[config.mk]
export PLATFORM = sky130hd
export DESIGN_NAME = sap_control_sequencer
export DESIGN_NICKNAME = d
export VERILOG_FILES = /design/src/rtl/sap_control_sequencer.sv
export SDC_FILE = /design/constraint.sdc
export NUM_CORES = 1
export LEC_CHECK = 0
export CORE_AREA = 2 2 44 42
export CTS_CLUSTER_DIAMETER = 40
export DETAILED_ROUTE_END_ITERATION = 7
export DIE_AREA = 0 0 46 44
export PLACE_DENSITY = 0.73
export RECOVER_POWER = 100
export SLEW_MARGIN = 20
export SYNTH_ARGS = -nofsm -noshare
export SYNTH_HDL_FRONTEND = slang
export SYNTH_SLANG_ARGS = --single-unit
[constraint.sdc]
create_clock -name clk -period 1.6 [get_ports clk]
set_input_delay 0.32 -clock clk [delete_from_list [all_inputs] [get_ports clk]]
set_output_delay 0.32 -clock clk [all_outputs]
set_load 0.05 [all_outputs]
[src/rtl/sap_control_sequencer.sv]
`default_nettype none
// ============================================================================
//  Module   : sap_control_sequencer
//  Purpose  : Five-step T-state fetch/execute sequencer for the 8-bit
//             computer; latches the opcode nibble during fetch and decodes
//             the datapath load/output strobes from its own state.
//  Revision : 1.0 - initial release
// ============================================================================
module sap_control_sequencer #(
  parameter int NUM_STEPS = 5
) (
  input  logic       clk,
  input  logic       clear,
  input  logic       run,
  input  logic [7:0] data_bus,
  output logic       pc_out,
  output logic       pc_inc,
  output logic       mar_load,
  output logic       ram_out,
  output logic       ir_load,
  output logic       ir_out,
  output logic       a_load,
  output logic       a_out,
  output logic       b_load,
  output logic       alu_out,
  output logic       alu_sub,
  output logic       out_load,
  output logic       halted,
  output logic [2:0] t_state,
  output logic       instr_done
);

  typedef enum logic [2:0] {
    T0 = 3'd0,
    T1 = 3'd1,
    T2 = 3'd2,
    T3 = 3'd3,
    T4 = 3'd4
  } t_state_t;

  localparam logic [3:0] c_op_lda  = 4'b0001;
  localparam logic [3:0] c_op_add  = 4'b0010;
  localparam logic [3:0] c_op_sub  = 4'b0011;
  localparam logic [3:0] c_op_out  = 4'b1110;
  localparam logic [3:0] c_op_hlt  = 4'b1111;
  localparam logic [2:0] c_last    = 3'(NUM_STEPS - 1);

  t_state_t   r_t_state, w_t_state_next;
  logic [3:0] r_opcode,  w_opcode_next;
  logic       r_halted,  w_halted_next;

  // State registers; clear forces the fetch state without waiting for a clock.
  always_ff @(posedge clk or negedge clear) begin
    if (!clear) begin
      r_t_state <= T0;
      r_opcode  <= 4'b0000;
      r_halted  <= 1'b0;
    end else begin
      r_t_state <= w_t_state_next;
      r_opcode  <= w_opcode_next;
      r_halted  <= w_halted_next;
    end
  end

  // Next state: advance the ring only on run-qualified edges while not halted.
  always_comb begin
    w_t_state_next = r_t_state;
    w_opcode_next  = r_opcode;
    w_halted_next  = r_halted;
    if (run && !r_halted) begin
      if (r_t_state == c_last) begin
        w_t_state_next = T0;
      end else begin
        w_t_state_next = t_state_t'(r_t_state + 3'd1);
      end
      if (r_t_state == T1) begin
        w_opcode_next = data_bus[7:4];
      end
      // HLT freezes the ring at T3 because halting blocks further advances.
      if (r_t_state == T2 && r_opcode == c_op_hlt) begin
        w_halted_next = 1'b1;
      end
    end
  end

  // Strobe decode from registered state only; halted masks everything.
  always_comb begin
    pc_out     = 1'b0;
    pc_inc     = 1'b0;
    mar_load   = 1'b0;
    ram_out    = 1'b0;
    ir_load    = 1'b0;
    ir_out     = 1'b0;
    a_load     = 1'b0;
    a_out      = 1'b0;
    b_load     = 1'b0;
    alu_out    = 1'b0;
    alu_sub    = 1'b0;
    out_load   = 1'b0;
    instr_done = 1'b0;
    if (!r_halted) begin
      case (r_t_state)
        T0: begin
          pc_out   = 1'b1;
          mar_load = 1'b1;
        end
        T1: begin
          ram_out = 1'b1;
          ir_load = 1'b1;
          pc_inc  = 1'b1;
        end
        T2: begin
          if (r_opcode == c_op_lda || r_opcode == c_op_add || r_opcode == c_op_sub) begin
            ir_out   = 1'b1;
            mar_load = 1'b1;
          end else if (r_opcode == c_op_out) begin
            a_out    = 1'b1;
            out_load = 1'b1;
          end
        end
        T3: begin
          if (r_opcode == c_op_lda) begin
            ram_out = 1'b1;
            a_load  = 1'b1;
          end else if (r_opcode == c_op_add || r_opcode == c_op_sub) begin
            ram_out = 1'b1;
            b_load  = 1'b1;
          end
        end
        T4: begin
          instr_done = 1'b1;
          if (r_opcode == c_op_add || r_opcode == c_op_sub) begin
            alu_out = 1'b1;
            a_load  = 1'b1;
            alu_sub = (r_opcode == c_op_sub);
          end
        end
        default: begin
        end
      endcase
    end
  end

  assign halted  = r_halted;
  assign t_state = r_t_state;

endmodule
`default_nettype wire
### Word-level counts from Yosys, hierarchy flattened

Cells that the tools add are included.

* output and inout port bits: 17
* bits of input ports: 11
* register bits: 8

* reductions and logical operators: 9
* add/sub/neg operators: 1
* equality and inequality tests: 9
* multiplexer cells: 31

Operators with widths (number)
* $mux 1: 27
* $eq 4x2->1 const B: 2
* $eq 4x4->1 const B: 2
* $eq 3x2->1 const B: 2
* $pmux 1 s2: 3
* $eq 4x1->1 const B: 1
* $reduce_and 2->1: 2
* $add 3x1->3 const B: 1
* $eq 3x1->1 const B: 1
* $eq 3x3->1 const B: 1
* $logic_not 3->1: 1
* $logic_or 1x1->1: 3
* $mux 3: 1
* $logic_and 1x1->1: 2
* $logic_not 1->1: 1

### Depth between registers and ports, before layout

Gate-level depths: netlist of run 1.

* word-level depth: 6
* depth in mapped cells: 5
* gate-level depth less buffers: 5

### Least setup slack after synthesis of run 1

Ideal clock, no wire load.

* path type: register -> output
* start: register r_t_state[0] (netlist: t_state[0])
* end: output out_load
* slack: -1738 ps
* data arrival time: 3018 ps
* stages on the path, launching flop included: 6
* required time: 1280 ps
* buffers on the path: 1
* path through: dfrtp_1 inv_1 ha_1 nand3b_1 nor4_1 buf_4

* word-level cells in the longest chain between the ends: 3

Ends and longest elaborated chain
* start: declaration: line 48 `t_state_t r_t_state, w_t_state_next;`
* start signal: assignment: line 59 `r_t_state <= w_t_state_next;`
* $eq 3x2->1
* $mux 1 (2 in a row)
* end: declaration: line 27 `output logic out_load,`

No other way between the ends.

### Final worst setup path of run 1

* start: register r_t_state[0] (netlist: t_state[0])
* end: output alu_sub

* word-level cells in the longest chain between the ends: 3

Ends and longest elaborated chain
* $eq 3x3->1: line 102 `case (r_t_state)`
* $mux 1: line 102
* $mux 1: line 101 `if (!r_halted) begin`
* end: declaration: line 26 `output logic alu_sub,`

No other way between the ends.

==> impl_results.md, run 1 <==
- Outcome: finished with violations
- Failing checks: setup timing
- Routed wire per std cell: 14.18 microns
- Initial antenna violation count: 0
- Pwr per Cell Area: 2337 mW/mm^2
- Final Skew: 5.934 ps
- Seq/Total Area, Yosys: 36.20%
- Die Y: 44 microns
- Syn Inst Count: 54
- Ys Warns: 0
- Chip Width: 46 microns
- GRT Util Overall: 17.57%
- Largest net degree at the start of global routing: 9
- Static Leak: 0.5528 nW
- Fmax: 0.5272 GHz
- Mapped Area: 553.0 sq um
- TritonCTS Buffers: 3
- Area contributors post-synth: dfrtp_1 36%, ha_1 11%, mux2_4 11%
- Ys flop type: dfrtp_1
- Vias: 580
- Antenna cells: 0
- Grt total ovfl: 0
- Worst vdd ir: 0.001225 V
- Number of synthesized flops with an enable pin: 0
- Worst-margin pin slew: 367.0 ps
- Dominant cell type by area after synthesis: dfrtp_1
- Critical path class: register to primary output
- Final min period: 1897 ps
- Iter 0 DRT Violations: 2
- Register-to-Register Path Depth: 6
- Nets: 114
- Clock buffer depth: 2
- Setup WS post-layout: -296.9 ps
- Worst slew margin: 75.35%
- Fin area: 0.001275 sq mm
- Tcrit/Tclk final: 118.6%
- Setup violations, final: 12
- Top-area cell type share of the netlist area: 36.20%
- Root Buffer: clkbuf_4
- Antenna-violating nets left: 0
- Worst min path class: primary input to async pin
- Worst Setup Slack post-DPL: -86.14 ps
- Dpl cell area: 0.001120 sq mm
- Critical Path RT: 1280 ps
- Drt pass-1 iters: 2
- RSZ-0062 raised after global routing: true
- Final hold vios: 0
- I/O pin count: 28
- Hold-fix buffers, CTS: 0
- Max Cap Viol: 0
- Worst r2r src: t_state[1]
- Layout cells sized above 1: 73.20%
- CTS tree: yes
- # DRC: 0
- Slew Limit Fails: 0
- Critical path endpoint category: primary output
- Critical path fanouts, max: 3
- WL final: 1.602 mm
- Syn Area/Cell: 10.24 sq um
- Yosys reg bits: 8
- Syn nets: 70
- Startpoint types: register
- Setup TNS: -2587 ps
- Clock-pin slew on the worst setup and hold paths: 50 ps
- Worst reg2reg endpoint: r_opcode[3]
- CTS sink count: 8
- Vias per inst: 5.133
- H-Tree Depth: 1
- Die Area: 0.002024 sq mm
- CP arrival: 1580 ps
- Clk_lat worst skew: 250 ps
- Fillers: 84
- First-pass GRT wire length: 2.504 mm
- Detailed Place HPWL: 1.204 mm
- Row count: 14
- Synth async-reset ratio: 100.0%
- Vias in the first global route: 567
- Port buffer count: 23
- Final Wtd Congestion: 0.7528
- Initial Util: 35.08%
- Setup slack, reg-to-reg: 70 ps
- Layout area overhead: 130.5%
- Power after layout: 2.979 mW
- Core ar.: 0.001577 sq mm
- Yosys cell types: 28
==> final cells by class <==
class / count / area (sq um) / share of cell area, %
multi-input combinational: 39 / 440.4 / 34.54
inverter: 4 / 17.52 / 1.374
tap: 16 / 20.02 / 1.570
sequential: 8 / 205.2 / 16.09
clock buffer: 4 / 26.28 / 2.061
timing repair buffer: 42 / 565.5 / 44.36
==> cells by family after synthesis <==
| logic type | synth area share [%] |
|---|---|
| and+or+nand+nor | 22.85 |
| buffers and inverters | 7.464 |
| adders and majority gates | 11.31 |
| AOI/OAI and AO/OA | 9.502 |
| muxes | 12.67 |
| DFF | 36.20 |
==> worst max-delay path: stages (launching register included) <==
cell	delay, ps
dfrtp_2	440
inv_4	90
ha_4	140
nand2_4	50
and4b_4	330
and2_4	150
buf_12	130
==> power breakdown <==
part / switching [mW] / internal, mW
logic: 1.10 / 1.23
registers: 0.179 / 0.310
clock network: 0.0629 / 0.0950
total: 1.34 / 1.64
==> registers in the layout, summed over array words and instances, names as in the netlist <==
name,flops
r_opcode,4
t_state,3
halted,1
==> through the flow <==
step | hold WS [ps] | utilization (%) | std cells
finish | 409.1 | 80.87 | 113
floorplan | 24.41 | - | 54
CTS | 335.2 | 77.78 | 110
global route | 431.8 | 80.87 | 113
detailed placement | 534.6 | 71.03 | 102
global placement | 519.1 | 71.03 | 102
==> what timing repair did <==
item	CTS	global route
pin swaps	1	2
gates resized for setup	9	6
setup endpoints to repair	12	13
setup buffers	5	3
==> cell usage in the layout, fill, tap and decap left out, types with 2 or more instances in the layout <==
cell	netlist	routed
buf_12	0	17
buf_4	2	13
buf_6	1	6
clkdlybuf4s50_1	0	5
nand2_1	5	4
mux2_4	4	4
ha_4	0	4
dfrtp_2	0	4
dfrtp_1	8	4
and2_4	0	3
clkbuf_4	0	3
inv_1	4	2
nor2_4	0	2
nor2_1	4	2
==> Yosys cell counts, types with 2 or more instances <==
cell type	n
ha_1	5
inv_1	4
nand2_1	5
nor2_1	4
dfrtp_1	8
mux2_4	4
buf_4	2
and2_2	2
==> worst max-delay path by stage <==
stage / from / end / depth (start not counted)
final: t_state[0] / alu_sub / 6
after detailed placement: t_state[0] / a_load / 6
after global routing: t_state[0] / out_load / 5
after CTS: t_state[0] / a_out / 5
after global placement: t_state[0] / a_load / 6
after floorplan: t_state[0] / out_load / 5
==> metal layers <==
metal / share of wire, % / global-route usage [%] / vias up / wire (microns)
met5: 0 / 0 / - / 0
met4: 0.87 / 8.000 / 0 / 14
met3: 2.7 / 2.500 / 2 / 44
met2: 55 / 30.83 / 18 / 883
met1: 41 / 20.52 / 285 / 658
li1: - / - / 275 / -
(Power assumes the default switching activity.)
==> run 2, diff against run 1 <==
Settings changed: CELL_PAD_IN_SITES_DETAIL_PLACEMENT set to 0, CELL_PAD_IN_SITES_GLOBAL_PLACEMENT set to 1, CORE_AREA 2 2 44 42 to 2 2 51 48, DIE_AREA 0 0 46 44 to 0 0 53 50, PLACE_DENSITY 0.73 to not set, PLACE_DENSITY_LB_ADDON set to 0.1.
==> run 2 against run 1 <==
Effect of this change:
- the flow still finishes with violations (setup timing)
- clock power is essentially flat
- routed wire length down 12%
- sequential share of layout area grew 0.14 points
- first-iteration DRC count shrank 100%
- maximum frequency grew 0.84%
- via count decreased by 8.4%
- sequential power down 1%
- largest power group unchanged
- combinational power is 6% lower
- clock skew rose by 3.5 ps
- final cell count grew 8.0%
- hold slack worse by 4.7 ps
==> impl_results.md, run 2 (synthesized netlist as in run 1, its figures left out) <==
- TritonCTS Buffers: 3 (unchanged)
- Failing checks: setup timing
- Vias: 531 (-8.4%)
- Drt pass-1 iters: 1 (-1)
- Core ar.: 0.002102 sq mm (+33%)
- Worst-margin pin slew: 364.1 ps (-2.934 ps)
- Setup violations, final: 12 (unchanged)
- CTS sink count: 8 (unchanged)
- First-pass GRT wire length: 2.297 mm (-8.3%)
- Vias in the first global route: 553 (-2.5%)
- CP arrival: 1560 ps (-20 ps)
- Worst path depth: 6 (unchanged)
- Detailed Place HPWL: 1.164 mm (-3.3%)
- Critical path class: register to primary output
- Max Cap Viol: 0 (unchanged)
- Initial antenna violation count: 0 (unchanged)
- Worst slew margin: 75.73% (+0.38 points)
- Largest Register: r_opcode
- Vias per inst: 4.352 (-15%)
- Pwr per Cell Area: 2264 mW/mm^2 (-3.1%)
- Layout area overhead: 127.1%
- CP endpoint: alu_sub
- # DRC: 0 (unchanged)
- Worst reg2reg endpoint: r_opcode[3]
- Hold WS: 404.4 ps (-4.716 ps)
- Antenna-violating nets left: 0 (unchanged)
- H-Tree Depth: 1 (unchanged)
- Layout cells sized above 1: 68.42% (-4.8 points)
- WL final: 1.406 mm (-12%)
- CP cell instances: inv_4 -> ha_4 -> nand2_4 -> and4b_4 -> and2_4 -> buf_12
- Startpoint types: register
- Fmax: 0.5316 GHz (+0.84%)
- Slew Limit Fails: 0 (unchanged)
- Root Buffer: clkbuf_4
- Routed wire per std cell: 11.52 microns (-19%)
- Fillers: 187 (+120%)
- Slowest CP cell: dfrtp_2
- Worst vdd ir: 0.001483 V (+21%)
- Tcrit/Tclk final: 117.6% (-0.99 points)
- Clock buffer depth: 2 (unchanged)
- Die Y: 50 microns (+14%)
- RSZ-0062 raised after global routing: true
- Worst min path class: primary input to async pin
- Row count: 16 (+2)
- Nets: 112 (-1.8%)
- Layout Utilization: 59.76% (-21 points)
- CTS tree: yes
- Iter 0 DRT Violations: 0 (-2)
- Critical path endpoint category: primary output
- Max reg flops: 4 (unchanged)
- Initial Util: 26.31% (-8.8 points)
- I/O pin count: 28 (unchanged)
- Final hold vios: 0 (unchanged)
- Final min period: 1881 ps (-15.84 ps)
- Worst r2r src: t_state[0]
- Register-to-Register Path Depth: 4 (-2)
- Critical Path RT: 1280 ps (about the same)
- Power after layout: 2.843 mW (-4.6%)
- Grt total ovfl: 0 (unchanged)
- Setup slack, reg-to-reg: 10 ps (-60 ps)
- GRT Util Overall: 11.60% (-6.0 points)
- Crit path from: t_state[0]
- Die Area: 0.002650 sq mm (+31%)
- Critical path fanouts, max: 3 (unchanged)
- Chip Width: 53 microns (+15%)
- Final Wtd Congestion: 0.7614 (+1.1%)
- Commonest non-fill, non-tap cell in the layout: buf_12
- Clk_lat worst skew: 250 ps (about the same)
- Clock-pin slew on the worst setup and hold paths: 60 ps (about the same)
- Cell family with most CP delay: simple AND/OR/NAND/NOR gates
- Outcome: finished with violations
- Setup WS post-layout: -281.1 ps (+15.84 ps)
- Max incr delay on CP: 430 ps (about the same)
- Static Leak: 0.5365 nW (-3.0%)
- Port buffer count: 23 (unchanged)
- Antenna cells: 0 (unchanged)
- Final Skew: 9.447 ps (+3.513 ps)
- Most frequent cells in the layout: 17 x buf_12, 10 x buf_4, 5 x dfrtp_1, 5 x clkdlybuf4s50_1
- Largest net degree at the start of global routing: 9 (unchanged)
- Critical path buffers and inverters: 2 (unchanged)
## run 2: layer usage
metal  track usage (%)  vias to the layer above  part of all wire, %
li1                  -                      268                    -
met1             14.77                      251                   41
met2             19.17                       12                   54
met3             1.515                        0                  4.7
met4             5.128                        0                    0
met5                 0                        -                    0
## run 2: what timing repair did
item	in CTS	in global routing
gates resized for setup	10	3
setup buffers	6	1
hold buffers	0	0
pin swaps	3	2
setup endpoints to repair	12	15
endpoints found under the hold margin	0	0
gates cloned	0	0
## run 2: cell type report
class / count / area, sq um / area share (%)
Sequential cell: 8 / 203.9 / 16.24
Clock buffer: 4 / 26.28 / 2.092
Tap cell: 27 / 33.78 / 2.689
Timing Repair Buffer: 40 / 535.5 / 42.63
Inverter: 4 / 17.52 / 1.394
Multi-Input combinational cell: 39 / 439.2 / 34.96
## run 2: worst min path at each step
stage / start / to
after floorplan: clear / halted
after global placement: r_opcode[3] / r_opcode[3]
after detailed placement: r_opcode[3] / r_opcode[3]
after CTS: clear / r_opcode[1]
after global routing: clear / r_opcode[1]
final: clear / r_opcode[1]
## run 2: through the flow
stage / cell area [sq um] / setup TNS, ps / worst slack, ps / instances
2_1_floorplan: 651.9 / -1434 / -467.6 / 54
3_3_place_gp: 1126 / -64.74 / -55.65 / 112
3_5_place_dp: 1126 / -133.2 / -67.54 / 112
4_1_cts: 1244 / -2646 / -298.9 / 122
5_1_grt: 1256 / -3135 / -341.6 / 122
6_report: 1256 / -2261 / -281.1 / 122
## run 2: report_power, final
part | total [mW] | internal (mW) | leakage [nW] | switching (mW)
Sequential | 0.483 | 0.308 | 0.0942 | 0.175
Combinational | 2.20 | 1.15 | 0.427 | 1.05
Clock | 0.160 | 0.0951 | 0.0150 | 0.0651
Total | 2.84 | 1.55 | 0.536 | 1.29
==> run 3, diff against run 2 <==
Settings changed: CTS_CLUSTER_DIAMETER 40 to not set, HOLD_SLACK_MARGIN set to 0.12.
==> results of run 3 <==
Same layout as run 2: the final DEF is identical, and so are final timing and power.
